$ cat config.mk
export PLATFORM = sky130hd
export DESIGN_NAME = uart_rx_fifo
export DESIGN_NICKNAME = d
export VERILOG_FILES = /design/src/rtl/uart_rx_fifo.sv
export SDC_FILE = /design/constraint.sdc
export NUM_CORES = 1
export LEC_CHECK = 0
export ABC_AREA = 0
export CAP_MARGIN = 20
export CORE_UTILIZATION = 30
export DETAILED_ROUTE_END_ITERATION = 10
export PLACE_DENSITY = 0.52
export REMOVE_ABC_BUFFERS = 1
export SETUP_SLACK_MARGIN = 0.4
export SYNTH_ARGS = -nofsm -noshare
export SYNTH_HDL_FRONTEND = slang
export SYNTH_SLANG_ARGS = --single-unit
$ cat constraint.sdc
create_clock -name clk -period 4.2 [get_ports clk]
set_input_delay 0.63 -clock clk [delete_from_list [all_inputs] [get_ports clk]]
set_output_delay 0.63 -clock clk [all_outputs]
set_load 0.05 [all_outputs]
$ cat src/rtl/uart_rx_fifo.sv
// Receive FIFO for the 16550 UART: stores {fe, pe, data}, derives LSR flags, trigger and timeout; RX_FIFO_TIMEOUT_EN enables the character timeout.
// Latency: head entry is combinational from storage, visible the cycle after the write edge; flags update on the strobe edge.
// Backpressure: none toward the receiver; a write into a full FIFO is dropped and sets the sticky overrun flag.
module uart_rx_fifo #(
    parameter int DEPTH        = 16,
    parameter int TIMEOUT_BITS = 40
) (
    input  logic                       clk,
    input  logic                       rst,
    input  logic                       baud_tick,
    input  logic                       wr_en,
    input  logic [7:0]                 wr_data,
    input  logic                       wr_pe,
    input  logic                       wr_fe,
    input  logic                       rd_en,
    input  logic                       lsr_rd,
    input  logic                       fifo_en,
    input  logic                       fifo_clr,
    input  logic [1:0]                 trig_sel,
    output logic [7:0]                 rd_data,
    output logic                       rd_pe,
    output logic                       rd_fe,
    output logic [$clog2(DEPTH+1)-1:0] count,
    output logic                       data_ready,
    output logic                       overrun,
    output logic                       err_in_fifo,
    output logic                       trig_hit,
    output logic                       timeout
);

    localparam int PW = $clog2(DEPTH);
    localparam int CW = $clog2(DEPTH + 1);

    logic [9:0]    mem [DEPTH];
    logic [PW-1:0] wr_ptr;
    logic [PW-1:0] rd_ptr;
    logic          fifo_en_q;
    logic [CW-1:0] cap;
    logic          full;
    logic          flush;
    logic          do_rd;
    logic          do_wr;
    logic          ovr_evt;
    int            trig_lvl;

    assign cap     = fifo_en ? CW'(DEPTH) : CW'(1);
    assign full    = (count == cap);
    // A mode change empties the FIFO exactly like an FCR flush.
    assign flush   = fifo_clr || (fifo_en != fifo_en_q);
    assign do_rd   = rd_en && (count != '0) && !flush;
    assign do_wr   = wr_en && (!full || do_rd) && !flush;
    assign ovr_evt = wr_en && full && !rd_en && !flush;

    assign {rd_fe, rd_pe, rd_data} = mem[rd_ptr];
    assign data_ready = (count != '0);

    always_ff @(posedge clk or negedge rst) begin
        if (!rst) begin
            for (int i = 0; i < DEPTH; i++) begin
                mem[i] <= '0;
            end
        end else if (do_wr) begin
            mem[wr_ptr] <= {wr_fe, wr_pe, wr_data};
        end
    end

    always_ff @(posedge clk or negedge rst) begin
        if (!rst) begin
            wr_ptr    <= '0;
            rd_ptr    <= '0;
            count     <= '0;
            overrun   <= 1'b0;
            fifo_en_q <= 1'b0;
        end else begin
            fifo_en_q <= fifo_en;
            if (flush) begin
                wr_ptr <= '0;
                rd_ptr <= '0;
                count  <= '0;
            end else begin
                if (do_wr) wr_ptr <= wr_ptr + 1'b1;
                if (do_rd) rd_ptr <= rd_ptr + 1'b1;
                if (do_wr && !do_rd)      count <= count + 1'b1;
                else if (!do_wr && do_rd) count <= count - 1'b1;
            end
            if (ovr_evt)     overrun <= 1'b1;
            else if (lsr_rd) overrun <= 1'b0;
        end
    end

    // Only slots between head and head+count hold live entries.
    always_comb begin
        logic [PW-1:0] off;
        off         = '0;
        err_in_fifo = 1'b0;
        for (int i = 0; i < DEPTH; i++) begin
            off = PW'(i) - rd_ptr;
            if (({1'b0, off} < count) && (mem[i][9:8] != 2'b00)) begin
                err_in_fifo = 1'b1;
            end
        end
    end

    always_comb begin
        case (trig_sel)
            2'b00:   trig_lvl = 1;
            2'b01:   trig_lvl = 4;
            2'b10:   trig_lvl = 8;
            default: trig_lvl = 14;
        endcase
        trig_hit = fifo_en ? (int'(count) >= trig_lvl) : data_ready;
    end

`ifdef RX_FIFO_TIMEOUT_EN
    localparam int TW = $clog2(TIMEOUT_BITS + 1);

    logic [TW-1:0] tmo_cnt;

    always_ff @(posedge clk or negedge rst) begin
        if (!rst) begin
            tmo_cnt <= '0;
            timeout <= 1'b0;
        end else if (flush || wr_en || rd_en || (count == '0)) begin
            tmo_cnt <= '0;
            if (flush || wr_en || rd_en) timeout <= 1'b0;
        end else if (baud_tick && !timeout) begin
            tmo_cnt <= tmo_cnt + 1'b1;
            if (tmo_cnt == TW'(TIMEOUT_BITS - 1)) timeout <= 1'b1;
        end
    end
`else
    localparam int unused_timeout_bits = TIMEOUT_BITS;
    logic unused_baud_tick;
    assign unused_baud_tick = baud_tick;
    assign timeout          = 1'b0;
`endif

endmodule

==> flow_metrics.py <==
metrics = {
    "finish": {
        "final_cell_count_no_fill": 1125,
        "nFillCells": 2895,
        "drive_gt1_frac": 0.418,
        "antenna_cells": 0,
        "area_growth_pct": 16.9,
        "finalNetCount": 784,
        "fin_area_um2": 11100,
    },
    "worst_setup_path": {
        "cp.arrival_ps": 3260,
        "timing.reg2reg.setup_slack_ps": 1040,
        "startpoint_type": "flop",
        "cp.required_ps": 3570,
        "endpoint_kind": "output port",
        "crit_fanout": 4,
        "setup.worst_path.class": "flop to output port",
    },
    "power_and_ir_drop": {
        "finalPower_mw": 4.71,
        "power_density_nw_per_um2": 424,
        "vdd_ir_drop_max_v": 0.000295,
        "leakage_nw": 5.11,
    },
    "logic_synthesis": {
        "synth-simple-area-share": 0.0474,
        "synth_fa_ha_area_frac": 0.0640,
        "yosys-top-cells-area": "dfrtp_1 46%, mux2_2 16%, mux4_2 12%",
        "synth_seq_cells": 175,
        "synth-compound-area-share": 0.0484,
        "synthXorXnorAreaFrac": 0.0184,
        "async_flop_share": 1.00,
        "ys_warn_count": 0,
        "syn_area_um2": 9500,
        "syn_avg_cell_area_um2": 14.0,
        "synth-edff-count": 0,
        "yosysTopAreaCell": "dfrtp_1",
        "synth-main-ff-cell": "dfrtp_1",
        "synth_top_family_by_area": "multiplexers",
        "syn_inst": 676,
        "ys_types": 54,
        "seq_area_frac_synth": 0.461,
        "synth.most_common_cell": "dfrtp_1",
        "yosysTopAreaCellShare": 0.461,
        "synth_common_cells": "175 x dfrtp_1, 131 x mux2_2, 50 x mux4_2",
        "synth_mux_area_frac": 0.323,
    },
    "sta": {
        "slew_headroom": 0.412,
        "worst_slew_pin_slew_ps": 882,
        "setup_viol": 0,
        "rsz0062_at_grt": "true",
        "slew_violations": 0,
        "setup_tns_ps": 0,
        "post-route-min-period_ps": 3890,
        "max_freq_ghz": 0.257,
        "fin_skew_ps": 16.7,
        "hold_violations": 0,
        "period_share": 0.926,
        "hold_ws_ps": 249,
    },
    "detailed_routing": {
        "vias": 5571,
        "drc": 3,
        "postRouteAntennaNets": 0,
        "wirelength_mm": 21.9,
        "wl_per_cell_um": 19.5,
        "drt_iter0_markers": 236,
        "first_pass_iters": 7,
        "via_per_inst": 4.95,
    },
    "place": {
        "globalplace.congestion": 0.778,
        "placed_cells": 1080,
        "dp_hpwl_mm": 13.9,
        "place_area_um2": 10300,
        "io_buffers": 37,
    },
    "global_route": {
        "grt.overflow.total": 0,
        "grt_max_degree": 90,
        "grt.total_usage": 0.143,
        "grt_pass1_vias": 5909,
        "antenna_found_initial": 0,
        "grt_pass1_wl_mm": 35.5,
    },
    "floorplan": {
        "fp.dieH_um": 180,
        "core_area_um2": 30800,
        "die_width_um": 180,
        "start_util": 0.308,
        "ios": 40,
        "die-area_um2": 32400,
        "fp-row-count": 64,
    },
    "cts": {
        "cts_hold_buf": 0,
        "clkLatencyLatePin_ps": 430,
        "h-tree-depth": 4,
        "clkTransAtPathRegs_ps": 70,
        "cts_made_buffers": 17,
        "clock-root-buffer": "clkbuf_16",
        "cts_sinks": 175,
        "cts_tree": "built",
        "clockBufferDepth": 2,
    },
    "outcome": {
        "violations": "DRC",
        "status": "finished with violations",
    },
    "min_path": {
        "hold_class": "primary input to asynchronous set/reset pin",
    },
    "flow_run": {
        "maxCapViolCount": 0,
    },
}
==> cells in the final DEF, fill, tap and decap left out, types with 5 or more instances in the layout <==
master           synthesis  final
dfrtp_1                175    173
nor2_1                  21     21
a21oi_1                 10      9
ha_1                    47     44
a21o_1                   6      6
xor2_1                   6      5
mux2_4                  30     30
o2bb2ai_1               10     10
dlygate4sd2_1            0      8
buf_4                    1     21
inv_1                   33     29
nand2_1                 10     10
nor2b_1                 10     10
clkdlybuf4s50_1          0     27
mux4_2                  50     50
clkbuf_16                0     17
xnor2_1                 14     12
mux2_2                 131    131
nand2_2                 12     12
o22ai_1                 11     11
clkinv_8                 0      7
==> metal layers <==
layer,track usage,vias to the layer above,share of wire
met2,0.228,49,0.48
met4,0.0341,0,0.0095
met1,0.206,2939,0.49
met5,0,-,0
li1,-,2568,-
met3,0.0172,15,0.024
==> worst max-delay path, stage by stage (launching register included) <==
cell        delay [ps]
dfrtp_4            460
buf_12             120
clkinvlp_4         130
ha_4               300
inv_1               40
ha_1               280
a311o_1            200
nor3_1              70
or4_4              550
nor4_4             280
nand4_1            210
buf_6              210
==> flip-flops by register name (all words and copies together), names as in the netlist <==
signal     count
fifo_en_q      1
mem          160
rd_ptr         4
count          5
overrun        1
wr_ptr         4
==> cells by family (layout without fill, tap and decap cells) <==
logic type                 count (synthesis)  after routing
buffers and inverters                     75            128
other                                      1              1
and+or+nand+nor                           83             83
AOI/OAI and AO/OA                         61             61
xor gates and xnor gates                  20             20
adders and majority gates                 48             48
muxes                                    213            213
DFF                                      175            175
==> what timing repair did <==
action,CTS,global route
pin swaps,4,6
setup buffers,3,9
setup endpoints to repair,9,3
resized for setup,11,16
==> where the power goes <==
group          total [mW]  internal, mW  switching (mW)
clock network        1.61         0.812           0.796
logic                1.25         0.547           0.698
registers            1.86          1.78          0.0788
total                4.71          3.14            1.57
==> final cells by class <==
class / count / area, µm² / area share
repair buffers: 63 / 603 / 0.0543
inverters: 33 / 131 / 0.0118
clock inverters: 15 / 193 / 0.0174
multi-input cells: 426 / 4870 / 0.439
flip-flops and latches: 175 / 4380 / 0.395
clock buffers: 17 / 425 / 0.0383
well taps: 396 / 495 / 0.0446
==> stage by stage <==
step           worst slack, ps  utilization
2_1_floorplan             -721            -
3_3_place_gp               506        0.334
3_5_place_dp               477        0.334
4_1_cts                    285        0.355
5_1_grt                    190        0.360
6_report                   311        0.360
==> path summary, 6_finish.rpt <==
| kind | from | cells after the start | end |
|---|---|---|---|
| worst max-delay path | rd_ptr[0] | 11 | err_in_fifo |
| worst min-delay path | rst | 1 | count[2] |
| min in group clk | mem[32] | 1 | mem[32] |
| worst min register to register | mem[32] | 1 | mem[32] |
| worst max register to register | count[3] | 11 | count[4] |
| max in group asynchronous | rst | 2 | mem[159] |
Note: power is estimated with default switching activity, not from simulation.
